[src/rtl/serial_comparator.sv]
// Bit-serial unsigned magnitude comparator, MSB first, one bit pair per clock.
// Optional macro SERIAL_CMP_EARLY_EXIT_EN: finish on the first differing bit instead of after W bits.
module serial_comparator #(
   parameter int unsigned W = 8
) (
   input  logic         clk,
   input  logic         rst_n,
   input  logic         start,
   input  logic [W-1:0] a,
   input  logic [W-1:0] b,
   output logic         busy,
   output logic         done,
   output logic         l,
   output logic         e,
   output logic         g
);

   localparam int unsigned CW = (W > 1) ? $clog2(W) : 1;

   typedef enum logic [1:0] {
      IDLE = 2'd0,
      CMP  = 2'd1,
      DONE = 2'd2
   } state_t;

   state_t         state, state_nx;
   logic [W-1:0]   a_sh, a_sh_nx;
   logic [W-1:0]   b_sh, b_sh_nx;
   logic [CW-1:0]  cnt, cnt_nx;
   logic           decided, decided_nx;
   logic           rec_lt, rec_lt_nx;
   logic           rec_gt, rec_gt_nx;
   logic           busy_nx, done_nx;
   logic           l_nx, e_nx, g_nx;
   logic           bit_lt_c, bit_eq_c, bit_gt_c;
   logic           last_c;

   // The operands shift left, so the bit under test is always the MSB of the shifters.
   always_comb begin
      bit_lt_c = ~a_sh[W-1] &  b_sh[W-1];
      bit_gt_c =  a_sh[W-1] & ~b_sh[W-1];
      bit_eq_c = ~(a_sh[W-1] ^ b_sh[W-1]);
   end

   always_ff @(posedge clk or negedge rst_n) begin
      if (!rst_n) begin
         state   <= IDLE;
         a_sh    <= '0;
         b_sh    <= '0;
         cnt     <= '0;
         decided <= 1'b0;
         rec_lt  <= 1'b0;
         rec_gt  <= 1'b0;
         busy    <= 1'b0;
         done    <= 1'b0;
         l       <= 1'b0;
         e       <= 1'b0;
         g       <= 1'b0;
      end else begin
         state   <= state_nx;
         a_sh    <= a_sh_nx;
         b_sh    <= b_sh_nx;
         cnt     <= cnt_nx;
         decided <= decided_nx;
         rec_lt  <= rec_lt_nx;
         rec_gt  <= rec_gt_nx;
         busy    <= busy_nx;
         done    <= done_nx;
         l       <= l_nx;
         e       <= e_nx;
         g       <= g_nx;
      end
   end

   // Next-state, datapath and registered-output decode.
   always_comb begin
      state_nx   = state;
      a_sh_nx    = a_sh;
      b_sh_nx    = b_sh;
      cnt_nx     = cnt;
      decided_nx = decided;
      rec_lt_nx  = rec_lt;
      rec_gt_nx  = rec_gt;
      l_nx       = l;
      e_nx       = e;
      g_nx       = g;
      last_c     = 1'b0;

      case (state)
         IDLE, DONE: begin
            if (start) begin
               a_sh_nx    = a;
               b_sh_nx    = b;
               cnt_nx     = CW'(W - 1);
               decided_nx = 1'b0;
               rec_lt_nx  = 1'b0;
               rec_gt_nx  = 1'b0;
               state_nx   = CMP;
            end else begin
               state_nx   = IDLE;
            end
         end
         CMP: begin
            a_sh_nx = a_sh << 1;
            b_sh_nx = b_sh << 1;
            if (!decided && !bit_eq_c) begin
               decided_nx = 1'b1;
               rec_lt_nx  = bit_lt_c;
               rec_gt_nx  = bit_gt_c;
            end
`ifdef SERIAL_CMP_EARLY_EXIT_EN
            last_c = (cnt == '0) || (!decided && !bit_eq_c);
`else
            last_c = (cnt == '0);
`endif
            if (last_c) begin
               // A bit deciding on this very edge has not reached rec_* yet.
               l_nx     = decided ? rec_lt : bit_lt_c;
               g_nx     = decided ? rec_gt : bit_gt_c;
               e_nx     = ~decided & bit_eq_c;
               state_nx = DONE;
            end else begin
               cnt_nx   = cnt - CW'(1);
            end
         end
         default: state_nx = IDLE;
      endcase

      busy_nx = (state_nx == CMP);
      done_nx = (state_nx == DONE);
   end

endmodule

[config.mk]
export PLATFORM = sky130hd
export DESIGN_NAME = serial_comparator
export DESIGN_NICKNAME = d
export VERILOG_FILES = /design/src/rtl/serial_comparator.sv
export SDC_FILE = /design/constraint.sdc
export NUM_CORES = 1
export LEC_CHECK = 0
export ABC_AREA = 1
export CAP_MARGIN = 5
export CORE_MARGIN = 5
export CORE_UTILIZATION = 47
export DETAILED_ROUTE_END_ITERATION = 12
export PLACE_DENSITY_LB_ADDON = 0.08
export RECOVER_POWER = 50
export SYNTH_ARGS = -nofsm -noshare
export SYNTH_HDL_FRONTEND = slang
export SYNTH_SLANG_ARGS = --single-unit
export TNS_END_PERCENT = 1
[constraint.sdc]
create_clock -name clk -period 1 [get_ports clk]
set_input_delay 0.1 -clock clk [delete_from_list [all_inputs] [get_ports clk]]
set_output_delay 0.1 -clock clk [all_outputs]
set_load 0.02 [all_outputs]
==> flow_summary.json <==
{
  "die-area_um2": 4480,
  "p_leak_nw": 1.19,
  "r2r-end": "g",
  "fin_skew_ns": 0.0102,
  "start_util": 0.495,
  "cp-start-kind": "flip-flop",
  "syn_nets": 225,
  "design_area_um2": 2120,
  "place_area_um2": 1890,
  "die_h_um": 66.9,
  "drv_slew": 0,
  "antenna_found_initial": 0,
  "worstRegToRegCells": 7,
  "ctsHoldBuffers": 0,
  "n_antenna_cell": 0,
  "regArea_um2": 727,
  "grt.total_usage": 0.167,
  "worst_slew_pin_slew_ns": 0.711,
  "timing.critical_path.buf_inv": 3,
  "num_vias": 1377,
  "fillers": 276,
  "p_comb_frac": 0.605,
  "p_int_w": 0.00393,
  "clock-sinks": 29,
  "max-cap-violations": 0,
  "drtIter0Drc": 58,
  "pin_count": 24,
  "clk_pin_slew_ns": 0.10,
  "cp_max_fo": 5,
  "power_density_nw_per_um2": 3350,
  "crit_family": "flip-flops",
  "run_status": "finished, violations left",
  "viasPerCell": 4.67,
  "multi_input_area_um2": 724,
  "finalCriticalPeriod_ns": 1.19,
  "die_w_um": 66.9,
  "critPathKind": "flip-flop to flip-flop",
  "critPathMaxStageDelay_ns": 0.43,
  "drc": 0,
  "syn_area_um2": 1520,
  "r2r_slack_ns": -0.19,
  "ys_ff_latch": 29,
  "hold_path.class": "input pin to asynchronous set/reset pin",
  "timing.final.crit_share": 1.19,
  "violations": "negative setup slack",
  "dr.pass1.iters": 4,
  "grt_pass1_wl_mm": 5.47,
  "power_frac_seq": 0.294,
  "cp-end-kind": "flip-flop",
  "syn-mean-instance-area_um2": 7.54,
  "p_clk_frac": 0.101,
  "postRouteAntennaNets": 0,
  "clockBufferDepth": 2,
  "wl_mm": 3.49,
  "crit_arrival_ns": 1.44,
  "yosysSeqAreaShare": 0.476,
  "finalPower_w": 0.00709,
  "fin_ws_ns": -0.195,
  "clockRootBuffer": "clkbuf_4",
  "port_buffers": 23,
  "slew_headroom": 0.526,
  "instances_no_fill": 295,
  "final_layout_size_suffix_gt1_frac": 0.255,
  "coreArea_um2": 3080,
  "hold_violations": 0,
  "rsz0062_at_grt": "true",
  "finalSetupViolations": 28,
  "nets": 273,
  "slowest_stage": "dfrtp_1",
  "num_rows": 20,
  "post-route-util": 0.687,
  "switchingPower_w": 0.00316,
  "grt_overflow": 0,
  "max-vdd-ir-drop_mv": 1.80,
  "place_congestion": 0.798,
  "fmax_ghz": 0.837,
  "grt_pass1_vias": 1332,
  "routedWlPerCell_um": 11.8,
  "grt_max_degree": 30,
  "dpl.cell_count": 278,
  "p_sw_frac": 0.446,
  "clk_latency_ns": 0.35,
  "cts_tree": "built",
  "rr_startpoint": "state[1]",
  "worstPathRequired_ns": 1.24,
  "cts_buffers": 5,
  "hpwl_mm": 2.10,
  "syn2layout_area_growth_pct": 38.8,
  "synthCells": 202,
  "h-tree-depth": 2,
  "worstPathCellList": "inv_2 -> nand2_8 -> buf_6 -> nor2_4 -> inv_2 -> nand2_1 -> nand2_1",
  "yosysUniqueCellTypes": 16,
  "tns_ns": -3.32,
  "yosysWarnings": 0
}
-- timing repair --
action / in CTS / in global routing
pin swaps: 6 / 17
cloned: 0 / 2
setup endpoints to repair: 30 / 30
gates resized for setup: 29 / 25
endpoints found under the hold margin: 0 / 0
buffers inserted: 1 / 6
-- state kept, by name, summed over array words and instances, names as in the netlist --
name	count
l	1
done	1
e	1
a_sh	8
state	2
decided	1
rec_gt	1
cnt	3
b_sh	8
rec_lt	1
busy	1
g	1
-- layout by cell type, fill, tap and decap left out, drive strengths merged --
cell type | Yosys | final
nor2 | 4 | 4
clkinv | 0 | 2
nand2 | 98 | 100
ha | 4 | 4
clkdlybuf4s50 | 0 | 18
o22ai | 1 | 1
buf | 4 | 24
o21ai | 2 | 2
inv | 41 | 41
clkbuf | 0 | 7
nand3 | 19 | 19
dfrtp | 29 | 29
-- synth_stat cells --
cell	instances	area (um^2)
buf_4	1	7.51
buf_6	3	33.8
dfrtp_1	29	726
ha_1	4	50.1
inv_1	39	146
inv_2	1	3.75
inv_4	1	6.26
nand2_1	93	349
nand2_2	1	6.26
nand2_4	3	33.8
nand2_8	1	20.0
nand3_1	19	95.1
nor2_1	2	7.51
nor2_4	2	22.5
o21ai_0	2	10.0
o22ai_1	1	6.26
-- layer usage --
| layer | vias to the layer above | GRT usage | part of all wire |
|---|---|---|---|
| met5 | - | 0 | 0 |
| met2 | 35 | 0.278 | 0.49 |
| li1 | 693 | - | - |
| met4 | 0 | 0.109 | 0.028 |
| met1 | 639 | 0.182 | 0.43 |
| met3 | 10 | 0.0489 | 0.050 |
-- power by group through the flow --
stage / registers, W / clock network [W] / logic, W
2_1_floorplan: 0.00210 / 0 / 0.00225
4_1_cts: 0.00204 / 0.000737 / 0.00348
3_5_place_dp: 0.00205 / 0 / 0.00335
6_report: 0.00208 / 0.000717 / 0.00429
5_1_grt: 0.00213 / 0.000785 / 0.00478
3_3_place_gp: 0.00204 / 0 / 0.00326
-- worst reg2reg max path: stages, from the launching register on --
cell and delay (ns):
dfrtp_1 0.43, inv_2 0.12, nand2_8 0.06, buf_6 0.13, nor2_4 0.15, inv_2 0.06
nand2_1 0.08, nand2_1 0.06
-- logic make-up (layout without fill, tap and decap cells) --
family,Yosys count,after routing,synth area share
flops,29,29,0.476
simple gates,121,123,0.351
compound gates,3,3,0.0107
fa+ha+maj,4,4,0.0328
buf+inv,45,92,0.130
-- worst max-delay path by stage --
stage	cells after the start	start	slack (ns)	end
5_1_grt	7	state[1]	-0.25	e
2_1_floorplan	7	b_sh[7]	-0.09	rec_gt
3_5_place_dp	6	start	-0.18	b_sh[1]
6_report	7	state[1]	-0.19	g
3_3_place_gp	6	start	-0.18	b_sh[4]
4_1_cts	8	a_sh[7]	-0.16	rec_gt
-- through the flow --
stage	hold slack, ns	setup slack, ns
6_report	0.259	-0.195
5_1_grt	0.351	-0.250
4_1_cts	0.0997	-0.162
3_5_place_dp	0.462	-0.178
3_3_place_gp	0.456	-0.177
2_1_floorplan	-0.196	-0.0945
-- area by class of cell --
| class | instances | area share |
|---|---|---|
| inverter | 41 | 0.0763 |
| sequential | 29 | 0.344 |
| multi-input combinational | 130 | 0.342 |
| clock buffer | 6 | 0.0195 |
| tap | 44 | 0.0260 |
| timing repair buffer | 43 | 0.187 |
| clock inverter | 2 | 0.00473 |
Power figures use the tool's default switching activity.
